### config.mk
export PLATFORM = sky130hd
export DESIGN_NAME = load_store_unit
export DESIGN_NICKNAME = d
export VERILOG_FILES = /design/src/rtl/load_store_unit.sv
export SDC_FILE = /design/constraint.sdc
export NUM_CORES = 1
export LEC_CHECK = 0
export BUFFER_PORTS_ARGS = -buffer_cell sky130_fd_sc_hd__buf_2
export CORE_MARGIN = 2
export CORE_UTILIZATION = 27
export CTS_CLUSTER_SIZE = 24
export DETAILED_ROUTE_END_ITERATION = 16
export PLACE_DENSITY = 0.55
export SETUP_SLACK_MARGIN = 0.1
export SYNTH_ARGS = -nofsm -noshare
export SYNTH_HDL_FRONTEND = slang
export SYNTH_SLANG_ARGS = --single-unit
### constraint.sdc
create_clock -name clk -period 4.7 [get_ports clk]
set_clock_uncertainty 0.05 [all_clocks]
set_input_delay 0.705 -clock clk [delete_from_list [all_inputs] [get_ports clk]]
set_output_delay 0.705 -clock clk [all_outputs]
set_load 0.005 [all_outputs]
### src/rtl/load_store_unit.sv
// Multi-cycle load/store engine: one request at a time, memory handshake, lane sizing and
// load extension, one-cycle writeback pulse. Optional LSU_TIMEOUT_EN bounds the mem_ack wait.
module load_store_unit #(
    parameter int unsigned WORD_SIZE      = 32,
    parameter int unsigned ADDR_W         = 32,
    parameter int unsigned REG_ADDR_W     = 9,
    parameter int unsigned TIMEOUT_CYCLES = 16
) (
    input  logic                   clk,
    input  logic                   rst,
    input  logic                   req_valid,
    output logic                   req_ready,
    input  logic                   req_store,
    input  logic [1:0]             req_size,
    input  logic                   req_signed,
    input  logic [ADDR_W-1:0]      req_addr,
    input  logic [WORD_SIZE-1:0]   req_wdata,
    input  logic [REG_ADDR_W-1:0]  req_rd,
    output logic                   mem_req,
    output logic                   mem_we,
    output logic [ADDR_W-1:0]      mem_addr,
    output logic [WORD_SIZE-1:0]   mem_wdata,
    output logic [WORD_SIZE/8-1:0] mem_be,
    input  logic                   mem_ack,
    input  logic [WORD_SIZE-1:0]   mem_rdata,
    output logic                   wb_valid,
    output logic [REG_ADDR_W-1:0]  wb_rd,
    output logic [WORD_SIZE-1:0]   wb_data,
    output logic                   done,
    output logic                   err
);

    localparam int unsigned NB    = WORD_SIZE / 8;
    localparam int unsigned OFF_W = $clog2(NB);

    if (!(WORD_SIZE == 32 || WORD_SIZE == 64)) begin : g_bad_word_size
        $error("load_store_unit: WORD_SIZE must be 32 or 64");
    end
    if (TIMEOUT_CYCLES == 0) begin : g_bad_timeout
        $error("load_store_unit: TIMEOUT_CYCLES must be at least 1");
    end

    typedef enum logic [1:0] {S_IDLE, S_ACCESS, S_WB, S_ERR} state_e;

    state_e                  state_q, state_d;
    logic                    store_q, store_d;
    logic [1:0]              size_q, size_d;
    logic                    signed_q, signed_d;
    logic [OFF_W-1:0]        off_q, off_d;
    logic [REG_ADDR_W-1:0]   rd_q, rd_d;
    logic                    req_ready_q, req_ready_d;
    logic                    mem_req_q, mem_req_d;
    logic                    mem_we_q, mem_we_d;
    logic [ADDR_W-1:0]       mem_addr_q, mem_addr_d;
    logic [WORD_SIZE-1:0]    mem_wdata_q, mem_wdata_d;
    logic [NB-1:0]           mem_be_q, mem_be_d;
    logic                    wb_valid_q, wb_valid_d;
    logic [REG_ADDR_W-1:0]   wb_rd_q, wb_rd_d;
    logic [WORD_SIZE-1:0]    wb_data_q, wb_data_d;
    logic                    done_q, done_d;
    logic                    err_q, err_d;

    logic [OFF_W-1:0]        off_c;
    logic                    illegal_c;
    logic [NB-1:0]           be_c;
    logic [WORD_SIZE-1:0]    wdata_rep_c;
    logic [WORD_SIZE-1:0]    shifted_c;
    logic [WORD_SIZE-1:0]    mask_c;
    logic                    sbit_c;
    logic [WORD_SIZE-1:0]    load_ext_c;
    logic                    tmo_c;

    assign off_c = req_addr[OFF_W-1:0];

    // Request decode: alignment check, byte enables and lane replication of store data
    always_comb begin
        illegal_c   = 1'b0;
        be_c        = '0;
        wdata_rep_c = '0;
        case (req_size)
            2'b00: begin
                be_c = NB'(1) << off_c;
            end
            2'b01: begin
                illegal_c = req_addr[0];
                be_c      = NB'(3) << off_c;
            end
            2'b10: begin
                illegal_c = |req_addr[1:0];
                be_c      = NB'(15) << off_c;
            end
            default: begin
                illegal_c = (WORD_SIZE != 64) || (|req_addr[2:0]);
                be_c      = '1;
            end
        endcase
        for (int i = 0; i < int'(NB); i++) begin
            case (req_size)
                2'b00:   wdata_rep_c[8*i +: 8] = req_wdata[7:0];
                2'b01:   wdata_rep_c[8*i +: 8] = req_wdata[8*(i%2) +: 8];
                2'b10:   wdata_rep_c[8*i +: 8] = req_wdata[8*(i%4) +: 8];
                default: wdata_rep_c[8*i +: 8] = req_wdata[8*i +: 8];
            endcase
        end
    end

    // Load lane extraction: shift addressed lane down, then sign- or zero-fill above it
    always_comb begin
        shifted_c = mem_rdata >> {off_q, 3'b000};
        case (size_q)
            2'b00: begin
                mask_c = WORD_SIZE'(8'hFF);
                sbit_c = shifted_c[7];
            end
            2'b01: begin
                mask_c = WORD_SIZE'(16'hFFFF);
                sbit_c = shifted_c[15];
            end
            2'b10: begin
                mask_c = WORD_SIZE'(32'hFFFF_FFFF);
                sbit_c = shifted_c[31];
            end
            default: begin
                mask_c = '1;
                sbit_c = 1'b0;
            end
        endcase
        load_ext_c = (shifted_c & mask_c) | ((signed_q && sbit_c) ? ~mask_c : '0);
    end

`ifdef LSU_TIMEOUT_EN
    localparam int unsigned CNT_W = $clog2(TIMEOUT_CYCLES + 1);

    logic [CNT_W-1:0] cnt_q, cnt_d;

    // Counts cycles spent in ACCESS; an ack on the last counted cycle still wins
    always_comb begin
        cnt_d = '0;
        if (state_q == S_ACCESS && state_d == S_ACCESS) begin
            cnt_d = cnt_q + CNT_W'(1);
        end
        tmo_c = (state_q == S_ACCESS) && (cnt_q == CNT_W'(TIMEOUT_CYCLES - 1));
    end

    always_ff @(posedge clk or posedge rst) begin
        if (rst) begin
            cnt_q <= '0;
        end else begin
            cnt_q <= cnt_d;
        end
    end
`else
    assign tmo_c = 1'b0;
`endif

    // Next-state and registered-output logic
    always_comb begin
        state_d     = state_q;
        store_d     = store_q;
        size_d      = size_q;
        signed_d    = signed_q;
        off_d       = off_q;
        rd_d        = rd_q;
        mem_addr_d  = mem_addr_q;
        mem_wdata_d = mem_wdata_q;
        mem_be_d    = mem_be_q;
        wb_valid_d  = 1'b0;
        wb_rd_d     = wb_rd_q;
        wb_data_d   = wb_data_q;
        done_d      = 1'b0;
        err_d       = 1'b0;

        case (state_q)
            S_IDLE: begin
                if (req_valid && req_ready_q) begin
                    store_d  = req_store;
                    size_d   = req_size;
                    signed_d = req_signed;
                    off_d    = off_c;
                    rd_d     = req_rd;
                    if (illegal_c) begin
                        state_d = S_ERR;
                        err_d   = 1'b1;
                    end else begin
                        state_d     = S_ACCESS;
                        mem_addr_d  = {req_addr[ADDR_W-1:OFF_W], OFF_W'(0)};
                        mem_wdata_d = wdata_rep_c;
                        mem_be_d    = be_c;
                    end
                end
            end
            S_ACCESS: begin
                if (mem_ack) begin
                    done_d = 1'b1;
                    if (store_q) begin
                        state_d = S_IDLE;
                    end else begin
                        state_d    = S_WB;
                        wb_valid_d = 1'b1;
                        wb_rd_d    = rd_q;
                        wb_data_d  = load_ext_c;
                    end
                end else if (tmo_c) begin
                    state_d = S_ERR;
                    err_d   = 1'b1;
                end
            end
            default: begin
                state_d = S_IDLE;
            end
        endcase

        req_ready_d = (state_d == S_IDLE);
        mem_req_d   = (state_d == S_ACCESS);
        mem_we_d    = mem_req_d && store_d;
        if (!mem_req_d) begin
            mem_be_d = '0;
        end
    end

    always_ff @(posedge clk or posedge rst) begin
        if (rst) begin
            state_q     <= S_IDLE;
            store_q     <= 1'b0;
            size_q      <= 2'b00;
            signed_q    <= 1'b0;
            off_q       <= '0;
            rd_q        <= '0;
            req_ready_q <= 1'b1;
            mem_req_q   <= 1'b0;
            mem_we_q    <= 1'b0;
            mem_addr_q  <= '0;
            mem_wdata_q <= '0;
            mem_be_q    <= '0;
            wb_valid_q  <= 1'b0;
            wb_rd_q     <= '0;
            wb_data_q   <= '0;
            done_q      <= 1'b0;
            err_q       <= 1'b0;
        end else begin
            state_q     <= state_d;
            store_q     <= store_d;
            size_q      <= size_d;
            signed_q    <= signed_d;
            off_q       <= off_d;
            rd_q        <= rd_d;
            req_ready_q <= req_ready_d;
            mem_req_q   <= mem_req_d;
            mem_we_q    <= mem_we_d;
            mem_addr_q  <= mem_addr_d;
            mem_wdata_q <= mem_wdata_d;
            mem_be_q    <= mem_be_d;
            wb_valid_q  <= wb_valid_d;
            wb_rd_q     <= wb_rd_d;
            wb_data_q   <= wb_data_d;
            done_q      <= done_d;
            err_q       <= err_d;
        end
    end

    assign req_ready = req_ready_q;
    assign mem_req   = mem_req_q;
    assign mem_we    = mem_we_q;
    assign mem_addr  = mem_addr_q;
    assign mem_wdata = mem_wdata_q;
    assign mem_be    = mem_be_q;
    assign wb_valid  = wb_valid_q;
    assign wb_rd     = wb_rd_q;
    assign wb_data   = wb_data_q;
    assign done      = done_q;
    assign err       = err_q;

endmodule
# Word level (Yosys, flattened, before mapping)
# Cells that the tools add are included.
# Widths: inputs -> output; s select.
[totals]
regBits = 130
latch_bits = 0
ram_bits = 0
romBits = 0
in_bits = 113
out_inout_bits = 115
word_cells = 75
mem_count = 0
[classes]
add_sub_neg = 0
n_mul = 0
div = 0
n_lt_le_gt_ge = 0
eq_ne = 9
n_shift = 4
muxes = 27
n_bitwise = 5
n_reduce_logical = 13
[op_table]
columns = ["cell", "n"]
rows = [
  ["$pmux 32 s2", 1],
  ["$and 32x32->32", 1],
  ["$mux 32", 1],
  ["$not 32->32", 1],
  ["$or 32x32->32", 1],
  ["$shr 32x5->32", 1],
  ["$mux 4", 4],
  ["$mux 8", 2],
  ["$pmux 8 s2", 1],
  ["$pmux 4 s3", 1],
  ["$mux 1", 10],
  ["$reduce_and 3->1", 3],
  ["$eq 2x1->1 const B", 4],
  ["$logic_not 2->1", 4],
  ["$mux 2", 4],
  ["$pmux 1 s3", 2],
  ["$eq 2x2->1 const B", 2],
  ["$ne 2x1->1 const B", 2],
  ["$pmux 2 s2", 1],
  ["$reduce_or 2->1", 2],
  ["$shl 1x2->4 const A", 1],
  ["$shl 2x2->4 const A", 1],
  ["$shl 4x2->4 const A", 1],
  ["$logic_and 1x1->1", 3],
  ["other kinds (3)", 4],
]

# Logic depth before layout (Yosys ltp)
[depth]
word_depth = 8
ltp_mapped = 10
ltp_nobuf = 6

# Worst setup path before layout
# OpenSTA, ideal clock, no wires.
[synth_path]
path_kind = "input-to-reg"
from = "input req_size[1]"
to = "register mem_wdata_q[10] (netlist: mem_wdata[10])"
setup_time_ns = 0.135
t_arrival_ns = 2.104
t_required_ns = 4.515
slack_ns = 2.412
stages = 10
cell_sequence = "inv_1 > ha_1 > buf_6 > or2_4 > a211o_1 > buf_6 > buf_6 > buf_2 > nand2_1 > o21ai_0"
[synth_via]
elab_chain_len = 4
[synth_rtl]
columns = ["element", "line_no", "rtl"]
rows = [
  ["start: declaration", "14", "input logic [1:0] req_size,"],
  ["$eq 2x2->1, or another cell as far along", "80", "case (req_size)"],
  ["$pmux 1 s3", "80", ""],
  ["$not 1->1 (no source line)", "-", ""],
  ["$reduce_and 3->1 (no source line)", "-", ""],
  ["end signal: assignment", "251", "mem_wdata_q <= mem_wdata_d;"],
  ["end: declaration", "55", "logic [WORD_SIZE-1:0] mem_wdata_q, mem_wdata_d;"],
]
# Several ways; a longest one is shown, not always the timed one.
# A chain may end at the register's enable or synchronous reset.

# Worst setup path in the final report
[layout_path]
from = "input req_size[1]"
to = "register mem_addr_q[16] (netlist: mem_addr[16])"
[layout_via]
elab_chain_len = 4
[layout_rtl]
columns = ["element", "line_no", "rtl"]
rows = [
  ["$eq 2x2->1, or another cell as far along", "80", ""],
  ["$pmux 1 s3 (*)", "80", ""],
  ["$not 1->1 (no source line) (*)", "-", ""],
  ["$reduce_and 3->1 (no source line) (*)", "-", ""],
  ["end signal: assignment", "250", "mem_addr_q <= mem_addr_d;"],
  ["end: declaration", "54", "logic [ADDR_W-1:0] mem_addr_q, mem_addr_d;"],
]
# Every way passes the cells marked *; elsewhere a longest branch is shown, timed or not.

==> results.sh <==
export IMPL_fin_crit_ns=2.73
export IMPL_startpoint_type="input pin"
export IMPL_p_int_w=0.00314
export IMPL_p_clk_share_pct=26.2
export IMPL_die_area_sq_um=22400
export IMPL_tightest_slew_ns=1.08
export IMPL_synth_most_common_cell="dfrtp_1"
export IMPL_path_cells="buf_2 > inv_1 > ha_1 > or2_4 > a211o_2 > buf_4 > mux2_2"
export IMPL_critical_path_class="in2reg"
export IMPL_rows=53
export IMPL_outcome="finished clean"
export IMPL_synthTopCellsByArea="dfrtp_1 56%, mux2_2 8.9%, nand2_1 8.0%, mux2i_1 5.8%, o21ai_0 3.1%"
export IMPL_finalNetCount=863
export IMPL_cts_htree_levels=4
export IMPL_synth_top_area_share_pct=56.4
export IMPL_syn_inst=528
export IMPL_drive_gt1_share_pct=41.9
export IMPL_first_pass_iters=4
export IMPL_hold_depth=2
export IMPL_grt_pass1_wl_mm=25.8
export IMPL_cap_violations=0
export IMPL_start_util_pct=27.4
export IMPL_setup_viol=0
export IMPL_synth_area_sq_um=5720
export IMPL_post_dp_cell_area_sq_um=7070
export IMPL_root_buffer="clkbuf_16"
export IMPL_ir_drop_mv=0.250
export IMPL_fillCellCount=2166
export IMPL_crit_slowest_cell="buf_4"
export IMPL_p_leak_nw=3.89
export IMPL_ys_warn_count=0
export IMPL_place_hpwl_mm=11.8
export IMPL_grt_max_degree=107
export IMPL_dr_total_vias=4640
export IMPL_core_sq_um=20900
export IMPL_cpPeakStageDelay_ns=0.50
export IMPL_clk_pin_slew_ns=0.06
export IMPL_switching_share_pct=35.4
export IMPL_antenna_cells=0
export IMPL_synth_flop_cell="dfrtp_1"
export IMPL_post_cts_resized=0
export IMPL_power_frac_seq_pct=40.0
export IMPL_p_sw_w=0.00172
export IMPL_min_path_type="reg2reg"
export IMPL_end_kind="register"
export IMPL_post_synth_num_cell_types=40
export IMPL_finalInstanceArea_sq_um=7630
export IMPL_multi_input_area_sq_um=2270
export IMPL_combPwrFrac_pct=33.9
export IMPL_post_cts_buffers=0
export IMPL_vias_per_cell=4.49
export IMPL_area_delta_synth_final_pct=33.2
export IMPL_rsz0062_at_grt="no"
export IMPL_powerDensity_nw_per_um2=637
export IMPL_grt_overflow=0
export IMPL_drv_slew=0
export IMPL_wl_per_cell_um=15.9
export IMPL_seq_area_frac_synth_pct=56.9
export IMPL_wl_mm=16.4
export IMPL_grt_antenna_before_repair=0
export IMPL_finalSetupTns_ns=0
export IMPL_clock_sinks=130
export IMPL_drc=0
export IMPL_arrival_ns=2.97
export IMPL_crit_required_ns=4.94
export IMPL_path_max_fanout=38
export IMPL_drtIter0Drc=145
export IMPL_synth_async_reset_ratio_pct=100
export IMPL_synth_top_area_cell="dfrtp_1"
export IMPL_maxSlewHeadroom_pct=28.0
export IMPL_final_hold_violation_count=0
export IMPL_clkLatencyLatePin_ns=0.40
export IMPL_die_x_um=150
export IMPL_yosys_top_cells_count="129 x dfrtp_1, 122 x nand2_1, 45 x mux2_2"
export IMPL_cts_inserted_buffers=17
export IMPL_ctsHoldBuffers=0
export IMPL_die_h_um=150
export IMPL_clk_path_buf_depth=2
export IMPL_grt_use_total_pct=14.9
export IMPL_postRouteAntennaNets=0
export IMPL_reg2regPathDepth=3
export IMPL_avgSynthCellArea_sq_um=10.8
export IMPL_cts_tree="yes"
export IMPL_yosys_register_bits=130
export IMPL_synth_edf_count=0
export IMPL_grt_pass1_vias=4756
export IMPL_seqCellArea_sq_um=3250
export IMPL_io_pins=228
export IMPL_port_buffers=225
export IMPL_fin_crit_sh_pct=58.0
export IMPL_gp_congestion=0.771
export IMPL_fmax_ghz=0.367
==> worst max-delay path: cells and delay by family <==
kind / cells / cell delay [ns]
buffers and inverters: 3 / 0.71
AND/OR/NAND/NOR: 1 / 0.22
AO/OA/AOI/OAI: 1 / 0.48
multiplexers: 1 / 0.39
adder cells (fa/ha/maj): 1 / 0.44
==> layout make-up <==
cell class,instances,share of cell area [%]
clock inverter,15,1.76
inverter,5,0.312
multi-input combinational,361,29.8
clock buffer,17,5.58
timing repair buffer,231,15.4
tap,275,4.51
sequential,130,42.7
==> flip-flops by register name, summed over array words and instances, names as in the netlist <==
| name | cells |
|---|---|
| store_q | 1 |
| mem_be | 4 |
| wb_valid | 1 |
| err | 1 |
| done | 1 |
| wb_data | 32 |
| signed_q | 1 |
| size_q | 2 |
| state_q | 2 |
| req_ready | 1 |
| mem_addr | 30 |
| wb_rd | 9 |
| mem_we | 1 |
| mem_req | 1 |
| rd_q | 9 |
| off_q | 2 |
| mem_wdata | 32 |
==> through the flow <==
step | util, % | cells | hold WS [ns] | setup slack [ns] | total power (W)
2_1_floorplan | - | 529 | 0.389 | 0.477 | 0.00288
6_report | 36.5 | 1034 | 0.414 | 1.97 | 0.00486
3_5_place_dp | 33.8 | 1002 | 0.401 | 1.52 | 0.00365
3_3_place_gp | 33.8 | 1002 | 0.396 | 1.54 | 0.00363
5_1_grt | 36.5 | 1034 | 0.422 | 1.83 | 0.00527
4_1_cts | 36.5 | 1034 | 0.406 | 1.96 | 0.00495
==> power groups by stage <==
stage	logic [W]	clock network, W	registers, W
floorplan	0.000932	0	0.00194
global placement	0.00166	0	0.00196
detailed placement	0.00169	0	0.00196
CTS	0.00169	0.00131	0.00195
global route	0.00188	0.00137	0.00202
finish	0.00165	0.00127	0.00194
==> path summary, 6_finish.rpt <==
path / startpoint / to / slack (ns)
setup / recovery: req_size[1] / mem_addr[16] / 1.97
hold / removal: rd_q[0] / wb_rd[0] / 0.41
setup reg to reg: off_q[1] / wb_data[8] / 2.21
hold reg to reg: rd_q[0] / wb_rd[0] / 0.41
max in group asynchronous: rst / req_ready / 3.12
min in group asynchronous: rst / mem_wdata[17] / 0.47
==> kinds of logic (layout without fill, tap and decap cells) <==
| kind of cell | Yosys count | in the layout | share of synthesized area (%) |
|---|---|---|---|
| muxes | 79 | 79 | 15.0 |
| DFF | 130 | 130 | 56.9 |
| and+or+nand+nor | 180 | 180 | 13.5 |
| other | 1 | 2 | 0.0655 |
| adders and majority gates | 4 | 4 | 0.874 |
| buffers and inverters | 38 | 268 | 3.58 |
| AOI/OAI and AO/OA | 96 | 96 | 10.1 |
==> layer usage <==
| metal | track usage, % | wire length, um | share of wire [%] |
|---|---|---|---|
| met1 | 19.1 | 7250 | 44 |
| met2 | 23.1 | 7680 | 47 |
| met3 | 6.13 | 1370 | 8.3 |
| met4 | 4.00 | 105 | 0.64 |
| met5 | 0 | 0 | 0 |
==> cells in the final DEF (no fill, tap or decap), types with 2 or more instances in the layout <==
cell,synthesis,final
nand3_1,16,16
dfrtp_1,129,129
ha_1,4,4
o21ai_0,35,35
inv_6,0,8
inv_1,4,3
nor3_1,3,3
clkinvlp_4,0,3
nor3b_2,2,2
nand2b_1,2,2
buf_4,3,6
o311ai_0,8,8
inv_8,0,4
nand3b_1,2,2
mux2_2,45,45
a21oi_1,30,30
a22oi_1,7,7
nand2_1,122,122
conb_1,1,2
a22o_1,8,8
buf_2,5,225
nor2_1,24,24
mux2i_1,33,33
clkbuf_16,0,17
(Power assumes the default switching activity.)
